## src/rtl/audio_pkg.sv

```systemverilog
// Shared audio-path definitions: default widths, output word field positions
// and the framer state encoding.
package audio_pkg;

    localparam int DATA_SIZE_DEFAULT   = 28;
    localparam int SAMPLE_BITS_DEFAULT = 24;

    localparam int CH_BIT  = 27;
    localparam int SEQ_MSB = 26;
    localparam int SEQ_LSB = 24;

    typedef enum logic [1:0] {
        IDLE  = 2'd0,
        SHIFT = 2'd1,
        DONE  = 2'd2,
        WAIT  = 2'd3
    } framer_state_e;

endpackage

```

## src/rtl/sample_fifo2.sv

```systemverilog
// Two-entry valid/ready FIFO. A push into a full FIFO without a simultaneous
// pop is dropped and reported on the one-cycle drop output.
module sample_fifo2 #(
    parameter int WIDTH = 28
) (
    input  logic             clk,
    input  logic             rst,
    input  logic             push,
    input  logic [WIDTH-1:0] push_data,
    output logic             drop,
    output logic             out_valid,
    output logic [WIDTH-1:0] out_data,
    input  logic             out_ready
);

    logic [WIDTH-1:0] head_q, head_d;
    logic [WIDTH-1:0] tail_q, tail_d;
    logic [1:0]       count_q, count_d;
    logic             pop;

    assign out_valid = (count_q != 2'd0);
    assign out_data  = head_q;
    assign pop       = out_valid && out_ready;

    always_comb begin
        head_d  = head_q;
        tail_d  = tail_q;
        count_d = count_q;
        drop    = 1'b0;
        case ({push, pop})
            2'b10: begin
                if (count_q == 2'd0) begin
                    head_d  = push_data;
                    count_d = 2'd1;
                end else if (count_q == 2'd1) begin
                    tail_d  = push_data;
                    count_d = 2'd2;
                end else begin
                    drop = 1'b1;
                end
            end
            2'b01: begin
                if (count_q == 2'd2) begin
                    head_d = tail_q;
                end
                count_d = count_q - 2'd1;
            end
            2'b11: begin
                // Occupancy is unchanged; the pop frees the slot the push needs.
                if (count_q == 2'd1) begin
                    head_d = push_data;
                end else begin
                    head_d = tail_q;
                    tail_d = push_data;
                end
            end
            default: ;
        endcase
    end

    always_ff @(posedge clk) begin
        if (!rst) begin
            head_q  <= '0;
            tail_q  <= '0;
            count_q <= 2'd0;
        end else begin
            head_q  <= head_d;
            tail_q  <= tail_d;
            count_q <= count_d;
        end
    end

endmodule

```

## src/rtl/i2s_sample_framer.sv

```systemverilog
// I2S receiver: oversamples bclk/lrclk/sdata, deserializes each channel slot and
// emits {ch, seq, sample} words through a 2-entry FIFO. I2S_FRAMER_DROPCNT_EN adds drop_count.
module i2s_sample_framer
    import audio_pkg::*;
#(
    parameter int DATA_SIZE   = DATA_SIZE_DEFAULT,
    parameter int SAMPLE_BITS = SAMPLE_BITS_DEFAULT,
    parameter int SYNC_STAGES = 2
) (
    input  logic                 clk,
    input  logic                 rst,
    input  logic                 enable,
    input  logic                 clear,
    input  logic                 bclk,
    input  logic                 lrclk,
    input  logic                 sdata,
    output logic                 source_valid,
    output logic [DATA_SIZE-1:0] source_data,
    input  logic                 source_ready,
    output logic                 overflow,
    output logic                 frame_err
`ifdef I2S_FRAMER_DROPCNT_EN
    ,
    output logic [7:0]           drop_count
`endif
);

    localparam int CNT_W = $clog2(SAMPLE_BITS + 1);
    localparam logic [CNT_W-1:0] CNT_LAST = CNT_W'(SAMPLE_BITS - 1);

    logic [SYNC_STAGES-1:0][2:0] sync_q, sync_d;
    logic                        bclk_s, lr_s, sd_s;
    logic                        bclk_prev_q, bclk_prev_d;
    logic                        lr_q, lr_d;
    logic                        bstb, lr_chg;

    framer_state_e               state_q, state_d;
    logic [CNT_W-1:0]            cnt_q, cnt_d;
    logic                        ch_q, ch_d;
    logic [SAMPLE_BITS-1:0]      sample_q, sample_d;
    logic [2:0]                  seq_q, seq_d;
    logic                        overflow_q, overflow_d;
    logic                        frame_err_q, frame_err_d;
    logic                        frame_err_set;
    logic                        push, drop;
    logic [DATA_SIZE-1:0]        word;

    assign bclk_s = sync_q[SYNC_STAGES-1][2];
    assign lr_s   = sync_q[SYNC_STAGES-1][1];
    assign sd_s   = sync_q[SYNC_STAGES-1][0];
    assign bstb   = bclk_s && !bclk_prev_q;
    assign lr_chg = bstb && (lr_s != lr_q);

    always_comb begin
        sync_d    = sync_q;
        sync_d[0] = {bclk, lrclk, sdata};
        for (int i = 1; i < SYNC_STAGES; i++) begin
            sync_d[i] = sync_q[i-1];
        end
    end

    always_comb begin
        bclk_prev_d   = bclk_s;
        lr_d          = bstb ? lr_s : lr_q;
        state_d       = state_q;
        cnt_d         = cnt_q;
        ch_d          = ch_q;
        sample_d      = sample_q;
        seq_d         = seq_q;
        push          = 1'b0;
        frame_err_set = 1'b0;
        case (state_q)
            IDLE: begin
                if (enable && lr_chg) begin
                    state_d = SHIFT;
                    cnt_d   = '0;
                    ch_d    = lr_s;
                end
            end
            SHIFT: begin
                if (!enable) begin
                    state_d = IDLE;
                end else if (lr_chg) begin
                    // Short slot: drop the partial word and start the new channel.
                    frame_err_set = 1'b1;
                    cnt_d         = '0;
                    ch_d          = lr_s;
                end else if (bstb) begin
                    sample_d = {sample_q[SAMPLE_BITS-2:0], sd_s};
                    cnt_d    = cnt_q + 1'b1;
                    if (cnt_q == CNT_LAST) begin
                        state_d = DONE;
                    end
                end
            end
            DONE: begin
                push    = 1'b1;
                seq_d   = seq_q + 3'd1;
                state_d = enable ? WAIT : IDLE;
            end
            WAIT: begin
                if (!enable) begin
                    state_d = IDLE;
                end else if (lr_chg) begin
                    state_d = SHIFT;
                    cnt_d   = '0;
                    ch_d    = lr_s;
                end
            end
            default: state_d = IDLE;
        endcase
    end

    always_comb begin
        word                   = '0;
        word[CH_BIT]           = ch_q;
        word[SEQ_MSB:SEQ_LSB]  = seq_q;
        word[SAMPLE_BITS-1:0]  = sample_q;
    end

    // Sticky flags: a set event in the same cycle as clear wins.
    always_comb begin
        overflow_d  = drop ? 1'b1 : (clear ? 1'b0 : overflow_q);
        frame_err_d = frame_err_set ? 1'b1 : (clear ? 1'b0 : frame_err_q);
    end

    always_ff @(posedge clk) begin
        if (!rst) begin
            sync_q      <= '0;
            bclk_prev_q <= 1'b0;
            lr_q        <= 1'b0;
            state_q     <= IDLE;
            cnt_q       <= '0;
            ch_q        <= 1'b0;
            sample_q    <= '0;
            seq_q       <= 3'd0;
            overflow_q  <= 1'b0;
            frame_err_q <= 1'b0;
        end else begin
            sync_q      <= sync_d;
            bclk_prev_q <= bclk_prev_d;
            lr_q        <= lr_d;
            state_q     <= state_d;
            cnt_q       <= cnt_d;
            ch_q        <= ch_d;
            sample_q    <= sample_d;
            seq_q       <= seq_d;
            overflow_q  <= overflow_d;
            frame_err_q <= frame_err_d;
        end
    end

    sample_fifo2 #(
        .WIDTH (DATA_SIZE)
    ) u_fifo (
        .clk       (clk),
        .rst       (rst),
        .push      (push),
        .push_data (word),
        .drop      (drop),
        .out_valid (source_valid),
        .out_data  (source_data),
        .out_ready (source_ready)
    );

    assign overflow  = overflow_q;
    assign frame_err = frame_err_q;

`ifdef I2S_FRAMER_DROPCNT_EN
    logic [7:0] drop_count_q, drop_count_d;

    always_comb begin
        drop_count_d = drop_count_q;
        if (drop) begin
            drop_count_d = (drop_count_q == 8'hFF) ? 8'hFF : drop_count_q + 8'd1;
        end else if (clear) begin
            drop_count_d = 8'd0;
        end
    end

    always_ff @(posedge clk) begin
        if (!rst) begin
            drop_count_q <= 8'd0;
        end else begin
            drop_count_q <= drop_count_d;
        end
    end

    assign drop_count = drop_count_q;
`else
    // Without the counter, drops are recorded only by the sticky overflow flag.
`endif

endmodule

```

## config.mk

```make
export PLATFORM = sky130hd
export DESIGN_NAME = i2s_sample_framer
export DESIGN_NICKNAME = d
export VERILOG_FILES = /design/src/rtl/audio_pkg.sv /design/src/rtl/sample_fifo2.sv /design/src/rtl/i2s_sample_framer.sv
export SDC_FILE = /design/constraint.sdc
export NUM_CORES = 1
export LEC_CHECK = 0
export CAP_MARGIN = 10
export CORE_MARGIN = 10
export CORE_UTILIZATION = 25
export DETAILED_ROUTE_END_ITERATION = 8
export GPL_TIMING_DRIVEN = 0
export PLACE_DENSITY = 0.41
export SLEW_MARGIN = 0
export SYNTH_ARGS = -nofsm -noshare
export SYNTH_HDL_FRONTEND = slang
export SYNTH_HIERARCHICAL = 1
export SYNTH_SLANG_ARGS = --single-unit
```

## constraint.sdc

```tcl
create_clock -name clk -period 5.1 [get_ports clk]
set_input_delay 1.275 -clock clk [delete_from_list [all_inputs] [get_ports clk]]
set_output_delay 1.275 -clock clk [all_outputs]
set_load 0.05 [all_outputs]
```

After elaboration in Yosys (flattened, before gate mapping)
Index checks and enable logic that the tools add are counted.
- register bits after elaboration: 103
- output and inout bits: 31
- logic and storage cells: 107
- mux-type cells: 40
- equality and inequality tests: 26
- reductions and logical operators: 23
- bitwise logic cells: 1
- add/subtract/negate cells: 3
- operators by type and width (cell ; count):
    28-bit two-way mux ; 5
    28-bit case mux with 3 select lines ; 1
    28-bit case mux with 2 select lines ; 1
    5-bit two-way mux ; 6
    2-bit two-way mux ; 10
    3-bit inequality test, second input constant ; 5
    5-bit case mux with 3 select lines ; 1
    1-bit two-way mux ; 13
    2-bit inequality test, second input constant ; 6
    2-bit nonzero test ; 6
    2-bit equality test, second input constant ; 5
    2-bit by 1-bit inequality test with 1-bit output, second input constant ; 4
    2-bit case mux with 4 select lines ; 1
    4-bit AND reduction ; 2
    2-bit by 1-bit equality test with 1-bit output, second input constant ; 3
    3-bit AND reduction ; 2
    6-bit AND reduction ; 1
    3-bit nonzero test ; 2
    5-bit by 1-bit adder with 5-bit output, second input constant ; 1
    5-bit equality test, second input constant ; 1
    5-bit AND reduction ; 1
    1-bit logical AND ; 4
    2-bit zero test ; 2
    2-bit case mux with 2 select lines ; 1
    other kinds (9) ; 9

Longest topological paths before layout
Gate-level depths: netlist of run 1.
- depth after elaboration: 7
- mapped depth: 9
- mapped depth without buffers: 6

Hierarchy
The synthesis of run 1 kept the hierarchy.
- by module, submodules not included (module ; times used ; area each (sq um) ; cells an instance):
    sample_fifo2 ; 1 ; 2937.8 ; 376
    i2s_sample_framer ; 1 ; 1692.9 ; 194

Least setup slack after synthesis of run 1
OpenSTA, ideal clock, no wires.
- kind: register to output
- start point: register u_fifo.count_q[0]
- end point: output port source_valid
- arrival time: 1.449 ns
- required time: 3.825 ns
- slack: 2.376 ns
- stages on the path, launching flop included: 6
- buffers on the path: 2
- path through: dfxtp_1 inv_1 ha_1 buf_6 inv_2 clkbuf_1
- longest elaborated chain between the ends: 1
- ends and longest elaborated chain (element ; line ; RTL):
    start: declaration ; sample_fifo2.sv:18 ; logic [1:0] count_q, count_d;
    start signal: assignment ; sample_fifo2.sv:69 ; count_q <= count_d;
    2-bit nonzero test ; sample_fifo2.sv:21 ; assign out_valid = (count_q != 2'd0);
    end: declaration ; i2s_sample_framer.sv:17 ; output logic source_valid,
Every way passes these cells.

Final worst setup path of run 1
Ends and elaborated chain as after synthesis.

==> flow_summary.toml, run 1 <==
[status]
status = "complete, no violations"

[drt]
route.detailed.drc = 0
wl_per_cell_um = 17.0
vias = 4214
ant_nets = 0
via_per_inst = 4.94
wl_mm = 14.5
drt_iter0_markers = 240
dr.pass1.iters = 5

[floorplan]
core-area_mm2 = 0.0181
start_util_pct = 25.6
die_h_um = 156
num_rows = 49
fp.dieW_um = 156
io_pins = 39
dieArea_mm2 = 0.0244

[global_routing]
grt_pass1_vias = 4198
grt_use_total_pct = 12.1
grt-ovfl-total = 0
grt_antenna_before_repair = 0
grt_pass1_wl_mm = 23.3
grt_max_degree = 17

[setup_path]
critPathCaptureType = "primary output"
criticalPathCategory = "register to primary output"
start_kind = "register"
cp.required_ps = 3830
critPathMaxFanout = 10
worst_ep_arrival_time_ps = 2650
r2r_setup_slack_ps = 2990

[finish]
area_delta_synth_final_pct = 20.6
utilization_pct = 30.9
drive_gt1_share_pct = 8.01
multi_input_area_mm2 = 0.00228
layout.nets = 633
layout_commonest_cell = "nand2_1"
final_cell_mix = "112 x nand2_1, 103 x dfxtp_1, 49 x nor2_1"
n_antenna_cell = 0
fillers = 1948
ff_latch_area_mm2 = 0.00206
stdcell_area_mm2 = 0.00558

[clock_tree]
insertion_delay_ps = 360
cts_tree = "built"
clkTransAtPathRegs_ps = 70
tritoncts.num_buffers = 9
cts_buffer_depth = 2
ctsResizeCount = 0
post_cts_buffers = 0
cts_root_buf = "clkbuf_16"
htreeDepth = 3
postCtsHoldBufs = 0
clkSinkCount = 103

[synth]
async_flop_share_pct = 0
syn_avg_cell_area_um2 = 8.12
syn_area_mm2 = 0.00463
synth_nets = 584
netlist_instances = 570
synth_edf_count = 0
yosysWarningCount = 6
ys.flop_type = "dfxtp_1"
ys_types = 53
yosysSeqAreaShare_pct = 44.5
synth_seq_cells = 103

[run]
maxCapViolations = 0

[sta]
fin_skew_ps = 8.73
relSlewSlack_pct = 55.8
setup_tns_ps = 0
fmax_mhz = 255
finalHoldViolCount = 0
finalCritPeriodShare_pct = 76.9
slew_violations = 0
post-route-min-period_ps = 3920
tightest_slew_ps = 662
fin_ws_ps = 1180
setup_viol = 0
grt_setup_unrepaired = "false"

[placement]
port_buffers = 38
routabilityCongestion = 0.752
dpl.hpwl_mm = 10.0
placed_area_mm2 = 0.00530
pre_cts_ws_ps = 1540

[min_path]
hp-class = "register to register"

[power_and_ir_drop]
power_density_mw_per_mm2 = 373
total_leakage_power_nw = 1.96
ir_worst_vdd_uv = 261
p_total_mw = 2.08
## stage by stage
stage	hold slack [ps]	instances
after floorplan	412	570
after global placement	421	837
after detailed placement	426	837
after CTS	444	853
after global routing	454	853
final	440	853
## layer usage
metal | global-route usage, % | part of all wire (%) | vias to the layer above
met1 | 15.6 | 48 | 2033
met4 | 4.63 | 1.8 | 0
met2 | 19.5 | 46 | 86
met3 | 2.54 | 4.0 | 20
met5 | 0 | 0 | -
li1 | - | - | 2075
## kinds of logic (layout without fill, tap and decap cells)
kind of cell / count (synthesis) / in the layout / synth area share (%)
AOI/OAI and AO/OA: 169 / 169 / 23.5
xor gates and xnor gates: 6 / 6 / 1.14
adders and majority gates: 7 / 7 / 1.84
buffers and inverters: 53 / 107 / 6.30
DFF: 103 / 103 / 44.5
muxes: 1 / 1 / 0.216
and+or+nand+nor: 231 / 231 / 22.5
## synthesized netlist by cell type, types with 2 or more instances
master / n / area (um2)
a211o_1: 2 / 17.5
a21boi_1: 27 / 203
a21oi_1: 42 / 210
a31oi_1: 5 / 31.3
a32o_1: 22 / 220
and2_1: 7 / 43.8
and3_1: 14 / 87.6
buf_2: 14 / 70.1
buf_4: 2 / 15.0
buf_6: 9 / 101
clkbuf_1: 21 / 78.8
dfxtp_1: 103 / 2060
ha_1: 6 / 75.1
inv_1: 5 / 18.8
nand2_1: 112 / 420
nand2b_1: 5 / 31.3
nand3_1: 3 / 15.0
nor2_1: 49 / 184
nor2b_1: 5 / 31.3
nor3_1: 22 / 110
nor4_1: 2 / 12.5
o21ai_0: 38 / 190
o21ai_1: 21 / 105
xnor2_1: 3 / 26.3
xor2_1: 3 / 26.3
## worst paths after layout
| kind | start | depth (start not counted) | end |
|---|---|---|---|
| hold / removal | sync_d[4] | 1 | lr_s |
| setup reg to reg | state_q[0] | 7 | u_fifo/tail_q[20] |
| hold reg to reg | sync_d[4] | 1 | lr_s |
| setup / recovery | u_fifo/count_q[0] | 6 | source_valid |
## report_power, final
group	internal [mW]	total, mW	switching (mW)	leakage [nW]
clock network	0.356	0.676	0.319	0.134
logic	0.185	0.564	0.379	0.996
registers	0.826	0.842	0.0159	0.831
total	1.37	2.08	0.714	1.96
## area by class of cell
type                       count  area share [%]
buffer                        46            4.75
inverter                       7           0.471
tap                          229            5.13
clock buffer                  11            4.53
timing repair buffer          38            6.81
sequential                   103            36.9
clock inverter                 5           0.583
multi-input combinational    414            40.8
## sequential cells by signal, summed over array words and instances (netlist names)
| signal | flops |
|---|---|
| u_fifo/out_data | 28 |
| u_fifo/tail_q | 28 |
| bclk_prev_q | 1 |
| ch_q | 1 |
| frame_err | 1 |
| cnt_q | 5 |
| state_q | 2 |
| lr_s | 1 |
| bclk_prev_d | 1 |
| sync_d | 3 |
| lr_q | 1 |
| seq_q | 3 |
| sd_s | 1 |
| overflow | 1 |
| u_fifo/count_q | 2 |
| sample_q | 24 |
## critical path: stages, from the launching register on
cell             delay (ps)
dfxtp_1                 420
inv_1                    90
ha_1                    210
buf_6                   140
inv_2                    90
clkbuf_1                420
clkdlybuf4s50_1         910
Note: power is estimated with default switching activity, not from simulation.
==> run 2: changes to the inputs <==
- PLACE_DENSITY: 0.41 -> 0.42
- clock period: 5.1 -> 3.25 ns (I/O delays scaled with it)
==> flow_summary.toml, run 2 (synthesis gave the netlist of run 1 again) <==
[drt]
drt_iter0_markers = 256
route.detailed.drc = 0
ant_nets = 0
dr.pass1.iters = 5
wl_mm = 14.6
vias = 4204
via_per_inst = 4.93
wl_per_cell_um = 17.2

[clock_tree]
cts_buffer_depth = 2
cts_root_buf = "clkbuf_16"
post_cts_buffers = 0
insertion_delay_ps = 360
clkSinkCount = 103
tritoncts.num_buffers = 9
htreeDepth = 3
cts_tree = "built"
postCtsHoldBufs = 0
clkTransAtPathRegs_ps = 70

[sta]
setup_viol = 0
slew_violations = 0
fmax_mhz = 337
relSlewSlack_pct = 51.3
post-route-min-period_ps = 2970
grt_setup_unrepaired = "false"
hold_slack_ps = 435
fin_skew_ps = 5.80
setup_tns_ps = 0
finalHoldViolCount = 0
tightest_slew_ps = 730
finalCritPeriodShare_pct = 91.4

[floorplan]
die_h_um = 156
start_util_pct = 25.6
num_rows = 49
io_pins = 39
fp.dieW_um = 156
dieArea_mm2 = 0.0244
core-area_mm2 = 0.0181

[setup_path]
cp.required_ps = 2440
path_depth = 6
critPathMaxFanout = 10
timing.rr.end = "u_fifo/tail_q[22]"
r2r_start = "state_q[0]"
criticalPathCategory = "register to primary output"
critPathCaptureType = "primary output"
start_kind = "register"
critical-path-max-stage-delay_ps = 450
cp_slowest_cell = "clkbuf_1"
cp_cell_sequence = "inv_1 -> ha_1 -> buf_6 -> inv_2 -> clkbuf_1 -> clkbuf_2"
reg2reg_depth = 7
r2r_setup_slack_ps = 1090
path_buf_inv = 5
worst_ep_arrival_time_ps = 2160
cpLargestDelayFamily = "buffers and inverters"

[finish]
n_antenna_cell = 0
area_delta_synth_final_pct = 21.5
stdcell_area_mm2 = 0.00563
drive_gt1_share_pct = 8.01
final_cell_mix = "112 x nand2_1, 103 x dfxtp_1, 49 x nor2_1"
layout.nets = 633
utilization_pct = 31.1
layout_commonest_cell = "nand2_1"

[min_path]
min_from = "sync_d[4]"
hold_path_end = "lr_s"
min_path_cells = 1
hp-class = "register to register"

[placement]
placed_area_mm2 = 0.00530
dpl.hpwl_mm = 9.97
routabilityCongestion = 0.763
port_buffers = 38

[global_routing]
use_met2_pct = 19.4
grtUsageMet1_pct = 16.0
grt_antenna_before_repair = 0
grt_pass1_wl_mm = 23.3
top_usage_layer = "met2"
grt_max_degree = 17
use_met3_pct = 3.39
grt_pass1_vias = 4127
grt_use_total_pct = 12.2
grt-ovfl-total = 0

[power_and_ir_drop]
ir_worst_vdd_uv = 304
switching_share_pct = 32.9
pwr-share-clk_pct = 35.7
total_leakage_power_nw = 1.99
seq_power_share_pct = 38.6
p_int_mw = 2.30
p_sw_mw = 1.13
power_density_mw_per_mm2 = 609
p_comb_share_pct = 25.7

[status]
status = "complete, no violations"

[run]
maxCapViolations = 0
-- run 2: cell types whose count changed in the layout (fill, tap and decap cells not counted) --
| cell | change |
|---|---|
| bufinv_16 | +2 |
| clkbuf_1 | +1 |
| clkbuf_2 | +1 |
| clkdlybuf4s50_1 | -1 |
| clkinv_2 | -2 |
| clkinv_4 | +2 |
| clkinvlp_4 | -3 |
-- run 2: area by class of cell --
class,count,area (um2)
Timing Repair Buffer,38,375
Fill cell,1887,12500
Clock buffer,12,256
Tap cell,229,287
Inverter,7,26.3
Sequential cell,103,2060
Clock inverter,4,77.6
Multi-Input combinational cell,414,2280
Buffer,46,265
-- run 2: power groups by stage --
stage	logic (mW)	registers (mW)	clock network, mW
finish	0.881	1.32	1.22
global route	0.955	1.33	1.31
CTS	0.881	1.32	1.26
detailed placement	0.883	1.35	0
global placement	0.882	1.35	0
floorplan	0.538	1.41	0
-- run 2: how the worst max path moves through the flow --
stage / startpoint / to / slack (ps)
finish: u_fifo/count_q[0] / source_valid / 280
global route: u_fifo/count_q[0] / source_valid / 150
CTS: u_fifo/count_q[0] / source_valid / 20
detailed placement: u_fifo/count_q[0] / source_valid / 110
global placement: u_fifo/count_q[0] / source_valid / 140
floorplan: u_fifo/count_q[0] / source_valid / 990
-- run 2: layer usage --
layer | up-vias | part of all wire [%]
met2 | 82 | 45
met1 | 2031 | 49
met3 | 14 | 4.9
met4 | 0 | 1.2
li1 | 2077 | -
met5 | - | 0
-- run 2: metrics by stage --
stage                     instances  setup slack [ps]  power (mW)
after floorplan                 570               988        1.95
after global placement          837               137        2.23
after detailed placement        837               112        2.23
after CTS                       853              25.0        3.46
after global routing            853               146        3.59
final                           853               279        3.43
-- run 2: repair_timing --
item | CTS | global route
endpoints found under the hold margin | 0 | 0
setup endpoints to repair | 1 | 1
gates resized for setup | 1 | 2
-- run 2: worst register-to-register path: stages, from the launching register on --
cell and delay [ps]:
dfxtp_1 410, nand2b_1 230, inv_1 110, buf_2 210, nand3_2 270, clkbuf_1 590
nand2_1 120, a21boi_1 160
